$ cat src/rtl/req_capture_prio_pkg.sv
// Shared constants, FSM encoding and small helpers for the request capture stage.
// Used by the interface, the priority encoder and the top.
package req_capture_pkg;

    localparam int N     = 4;
    localparam int IDX_W = 2;

    typedef enum logic {
        ST_IDLE  = 1'b0,
        ST_GRANT = 1'b1
    } state_t;

    // One-hot vector selecting line `i`.
    function automatic logic [N-1:0] onehot(input logic [IDX_W-1:0] i);
        logic [N-1:0] v;
        v    = '0;
        v[i] = 1'b1;
        return v;
    endfunction

endpackage

$ cat src/rtl/req_capture_prio_if.sv
// Request/grant bundle between the request sources, the consumer and req_capture_prio.
// The mask signal exists only when REQ_MASK_EN is defined.
interface req_capture_prio_if;
    import req_capture_pkg::*;

    // Handshake: the stage asserts valid with a stable idx and holds both until the
    // consumer raises ack in a cycle where valid=1; that clock edge is the transfer.
    // ack while valid=0 has no effect.
    logic [N-1:0]     req;
    logic             ack;
    logic             overrun_clr;
    logic             valid;
    logic [IDX_W-1:0] idx;
    logic [N-1:0]     pending;
    logic [N-1:0]     overrun;
    state_t           dbg_state;
`ifdef REQ_MASK_EN
    logic [N-1:0]     mask;
`endif

    modport master (
        output req,
        output ack,
        output overrun_clr,
`ifdef REQ_MASK_EN
        output mask,
`endif
        input  valid,
        input  idx,
        input  pending,
        input  overrun,
        input  dbg_state
    );

    modport slave (
        input  req,
        input  ack,
        input  overrun_clr,
`ifdef REQ_MASK_EN
        input  mask,
`endif
        output valid,
        output idx,
        output pending,
        output overrun,
        output dbg_state
    );

endinterface

$ cat src/rtl/req_capture_prio_prio_enc4.sv
// Combinational 4->2 priority encoder: bit 3 has the highest priority.
// idx is 0 when no input is set; check `any` first.
module prio_enc4
    import req_capture_pkg::*;
(
    input  logic [N-1:0]     in,
    output logic [IDX_W-1:0] idx,
    output logic             any
);

    always_comb begin
        idx = '0;
        any = 1'b1;
        if (in[3])      idx = 2'd3;
        else if (in[2]) idx = 2'd2;
        else if (in[1]) idx = 2'd1;
        else if (in[0]) idx = 2'd0;
        else            any = 1'b0;
    end

endmodule

$ cat src/rtl/req_capture_prio.sv
// Captures rising edges on the request lines as sticky pending bits and grants the
// highest-priority one through a valid/ack handshake. Optional line masking: REQ_MASK_EN.
module req_capture_prio
    import req_capture_pkg::*;
(
    input  logic                clk,
    input  logic                rst_n,
    req_capture_prio_if.slave   bus
);

    logic [N-1:0]     req_q;
    logic [N-1:0]     pending_r;
    logic [N-1:0]     overrun_r;
    logic             valid_r;
    logic [IDX_W-1:0] idx_r;
    state_t           state_r;

    logic [N-1:0]     req_edge;
    logic [N-1:0]     ack_vec;
    logic [N-1:0]     eligible;
    logic [N-1:0]     pending_nxt;
    logic [N-1:0]     overrun_nxt;
    logic [IDX_W-1:0] sel;
    logic             sel_any;
    logic             ack_acc;

    assign req_edge = bus.req & ~req_q;
    assign ack_acc  = (state_r == ST_GRANT) && bus.ack;
    assign ack_vec  = ack_acc ? onehot(idx_r) : '0;

`ifdef REQ_MASK_EN
    assign eligible = pending_r & ~bus.mask;
`else
    assign eligible = pending_r;
`endif

    // A fresh edge in the same cycle as the ack of that line keeps it pending.
    always_comb begin
        pending_nxt = req_edge | (pending_r & ~ack_vec);
        overrun_nxt = bus.overrun_clr ? '0 : overrun_r;
        overrun_nxt = overrun_nxt | (req_edge & pending_r & ~ack_vec);
    end

    prio_enc4 u_enc (
        .in  (eligible),
        .idx (sel),
        .any (sel_any)
    );

    always_ff @(posedge clk or negedge rst_n) begin
        if (!rst_n) begin
            req_q     <= '0;
            pending_r <= '0;
            overrun_r <= '0;
        end else begin
            req_q     <= bus.req;
            pending_r <= pending_nxt;
            overrun_r <= overrun_nxt;
        end
    end

    // Grant FSM; idx is frozen for the whole grant and kept after it ends.
    always_ff @(posedge clk or negedge rst_n) begin
        if (!rst_n) begin
            state_r <= ST_IDLE;
            valid_r <= 1'b0;
            idx_r   <= '0;
        end else begin
            case (state_r)
                ST_IDLE: begin
                    if (sel_any) begin
                        state_r <= ST_GRANT;
                        valid_r <= 1'b1;
                        idx_r   <= sel;
                    end
                end
                ST_GRANT: begin
                    if (bus.ack) begin
                        state_r <= ST_IDLE;
                        valid_r <= 1'b0;
                    end
                end
                default: begin
                    state_r <= ST_IDLE;
                    valid_r <= 1'b0;
                end
            endcase
        end
    end

    assign bus.valid     = valid_r;
    assign bus.idx       = idx_r;
    assign bus.pending   = pending_r;
    assign bus.overrun   = overrun_r;
    assign bus.dbg_state = state_r;

endmodule

$ cat src/flat_wrapper.sv
// flat-port wrapper written by rule: the top's interface ports become plain ports
module req_capture_prio_flat import req_capture_pkg::*;
  (clk, rst_n, bus_req, bus_ack, bus_overrun_clr, bus_valid, bus_idx, bus_pending, bus_overrun, bus_dbg_state);
  req_capture_prio_if bus_i ();
  input  logic clk;
  input  logic rst_n;
  input wire logic [$bits(bus_i.req)-1:0] bus_req;
  input wire logic [$bits(bus_i.ack)-1:0] bus_ack;
  input wire logic [$bits(bus_i.overrun_clr)-1:0] bus_overrun_clr;
  output wire logic [$bits(bus_i.valid)-1:0] bus_valid;
  output wire logic [$bits(bus_i.idx)-1:0] bus_idx;
  output wire logic [$bits(bus_i.pending)-1:0] bus_pending;
  output wire logic [$bits(bus_i.overrun)-1:0] bus_overrun;
  output wire logic [$bits(bus_i.dbg_state)-1:0] bus_dbg_state;
  assign bus_i.req = bus_req;
  assign bus_i.ack = bus_ack;
  assign bus_i.overrun_clr = bus_overrun_clr;
  assign bus_valid = bus_i.valid;
  assign bus_idx = bus_i.idx;
  assign bus_pending = bus_i.pending;
  assign bus_overrun = bus_i.overrun;
  assign bus_dbg_state = bus_i.dbg_state;
  req_capture_prio u_core (.clk(clk), .rst_n(rst_n), .bus(bus_i));
endmodule
$ cat config.mk
export PLATFORM = sky130hd
export DESIGN_NAME = req_capture_prio_flat
export DESIGN_NICKNAME = d
export VERILOG_FILES = /design/src/rtl/req_capture_prio_pkg.sv /design/src/rtl/req_capture_prio_if.sv /design/src/rtl/req_capture_prio_prio_enc4.sv /design/src/rtl/req_capture_prio.sv /design/src/flat_wrapper.sv
export SDC_FILE = /design/constraint.sdc
export NUM_CORES = 1
export LEC_CHECK = 0
export CORE_MARGIN = 4
export CORE_UTILIZATION = 36
export CTS_CLUSTER_DIAMETER = 50
export DETAILED_ROUTE_END_ITERATION = 12
export PLACE_DENSITY_LB_ADDON = 0.2
export RECOVER_POWER = 25
export SLEW_MARGIN = 20
export SYNTH_ARGS = -nofsm -noshare
export SYNTH_HDL_FRONTEND = slang
export SYNTH_SLANG_ARGS = --single-unit
$ cat constraint.sdc
create_clock -name clk -period 2.2 [get_ports clk]
set_clock_uncertainty 0.2 [all_clocks]
set_input_delay 0.44 -clock clk [delete_from_list [all_inputs] [get_ports clk]]
set_output_delay 0.44 -clock clk [all_outputs]
set_load 0.005 [all_outputs]
==> impl_metrics.ini <==
[status]
outcome = finished, final reports clean

[pwr]
p_per_area_nw_per_um2 = 816.5
p_sw_frac = 0.2656
internal-power_uw = 495.9
p_leak_uw = 0.0003570
irDropWorstVdd_v = 0.0004687
p_comb_frac = 0.231
pwr-share-clk = 0.214
p_switching_uw = 179.4
sequentialPowerShare = 0.555

[global_route]
grt_pass1_wl_mm = 1.925
grt_pass1_vias = 452
grtUsageTotal = 0.09891
antenna_found_initial = 0
grt-ovfl-total = 0
grt_max_degree = 17

[clock_tree]
clock_latency_ps = 270
htreeDepth = 1
clock_sinks = 16
cts-root-buf = clkbuf_4
clk_path_buf_depth = 2
cts_tree = built
cts-buffers-inserted = 3
postCtsHoldBufs = 0
clk_pin_slew_ps = 80
ctsResizeCount = 0
post-cts-setup-buffers = 0

[placed_design]
place_area_um2 = 808.3
dp_hpwl_um = 828.9
dp_slack_ps = 411.5
io_buffers = 19
gp_congestion = 0.7783

[routing]
detail-route-antenna-nets = 0
drt_iter0_drc = 13
firstDrtPassIters = 4
drc = 0
wire_per_inst_um = 11.82
num_vias = 450
via_per_inst = 4.891
drt-total-wl_mm = 1.087

[setup_path]
crit_type = reg2out
r2r-start = u_core.bus.pending[1]$_DFF_PN0_
cp-startpoint = u_core.bus.dbg_state$_DFF_PN0_
crit_arrival_ps = 1310
critical_path_depth = 1
cpPeakStageDelay_ps = 550
crit_end = bus_dbg_state
required_ps = 1560
cp_num_buf_inv = 1
crit_fanout = 9
rr_endpoint = u_core.bus.valid$_DFFE_PN0P_
cp_cell_sequence = clkdlybuf4s50_1
worst_r2r_path_depth = 3
ff2ff_setup_slack_ps = 720
crit_slowest_cell = clkdlybuf4s50_1
setup.worst_path.start_class = flip-flop
endpoint_kind = output port
critical_path.top_delay_family = buffers and inverters

[logic_synthesis]
synth_commonest_cells = dfrtp_1, inv_1, o21ai_0, nand2_1, o22ai_1
synth.avg_cell_area_um2 = 11.14
synth.most_common_cell = dfrtp_1
yosysWarnings = 0
yosys.area.top_type = dfrtp_1
synth_edf_count = 0
yosys_most_used_dff = dfrtp_1
synth.cell_area_um2 = 590.6
ys_ff_latch = 16
syn-num-nets = 61
yosys-top-cells-area = dfrtp_1, o22ai_1, o21ai_0
syn-instance-count = 53
synth_top_area_share = 0.6780
ys_seq_area_frac = 0.6780
async_flop_share = 1.000
synth_cell_type_count = 12

[floorplanning]
start_util = 0.3875
num_rows = 14
coreArea_um2 = 1524
dieArea_um2 = 2352
boundaryPins = 20
die_y_um = 48.50
die_w_um = 48.50

[finish]
final_util = 0.5427
area_growth_pct = 40.04
layout.nets = 86
n_antenna_cell = 0
final_area_um2 = 827.0
final_layout_size_suffix_gt1_frac = 0.05263

[sta]
finalHoldViolations = 0
worst_pin_slew_ps = 846.8
setup_viol = 0
fin_crit_ps = 1945
max_freq_ghz = 0.5141
worst_slack_ps = 254.9
period_share = 0.8841
rsz0062_at_grt = no
whs_ps = 310.1
finalSetupTns_ps = 0
drv_slew = 0
slew_headroom = 0.4355

[worst_hold_path]
hp-class = reg2reg

[job]
drv_cap = 0
==> cell type report <==
| type | instances | area (um2) |
|---|---|---|
| timing repair buffer | 20 | 193.9 |
| fill | 140 | 696.9 |
| sequential | 16 | 400.4 |
| multi-input combinational | 30 | 163.9 |
| clock buffer | 3 | 22.52 |
| inverter | 7 | 26.28 |
| tap | 16 | 20.02 |
==> power groups by stage <==
stage               clock (uW)  sequential, uW  combinational, uW
finish                     145             375                156
global route               167             383                174
CTS                        155             375                161
detailed placement           0             381                159
global placement             0             381                157
floorplan                    0             378               49.3
==> worst min-delay path by stage <==
stage,startpoint,slack (ps),end,cells after the start
after CTS,rst_n,270,u_core.bus.pending[2]$_DFF_PN0_,2
after floorplan,rst_n,-60,u_core.bus.dbg_state$_DFF_PN0_,0
after global placement,u_core.req_q[1]$_DFF_PN0_,300,u_core.bus.pending[1]$_DFF_PN0_,2
after global routing,u_core.req_q[2]$_DFF_PN0_,350,u_core.bus.pending[2]$_DFF_PN0_,2
final,u_core.req_q[2]$_DFF_PN0_,310,u_core.bus.pending[2]$_DFF_PN0_,2
after detailed placement,u_core.req_q[0]$_DFF_PN0_,300,u_core.bus.pending[0]$_DFF_PN0_,2
==> worst min-delay path: stages, from the launching register on <==
cell	delay [ps]
dfrtp_1	320
nand2b_1	110
nand2_1	50
==> cells by family after synthesis <==
family,count (synthesis),share of synthesized area
AO/OA/AOI/OAI,15,0.1504
flip-flops,16,0.6780
AND/OR/NAND/NOR,15,0.1271
buffers and inverters,7,0.04450
==> layout by cell type (no fill, tap or decap), drive strengths merged <==
cell	netlist	layout
or4	1	1
nand2b	4	4
o21ai	6	6
inv	7	7
clkbuf	0	4
clkdlybuf4s50	0	18
o22ai	5	5
dfrtp	16	16
dlygate4sd3	0	1
o31ai	2	2
nor2	4	4
a21oi	1	1
nand2	5	5
nand3	1	1
o21a	1	1
==> metal layers <==
metal  share of wire  track usage
met1            0.48       0.1265
met2            0.43       0.1543
met3           0.082      0.03067
met4               0      0.04036
met5               0            0
==> registers in the layout, indices dropped and copies added, names as in the netlist <==
signal and flops:
u_core.bus.valid 1, u_core.bus.overrun 4, u_core.bus.dbg_state 1, u_core.req_q 4, u_core.bus.idx 2, u_core.bus.pending 4
==> per-stage QoR <==
step | std cells | total power (uW)
4_1_cts | 92 | 689.7
5_1_grt | 92 | 723.9
2_1_floorplan | 53 | 427.1
3_5_place_dp | 89 | 539.9
3_3_place_gp | 89 | 538.0
6_report | 92 | 675.3
Power figures use the tool's default switching activity.
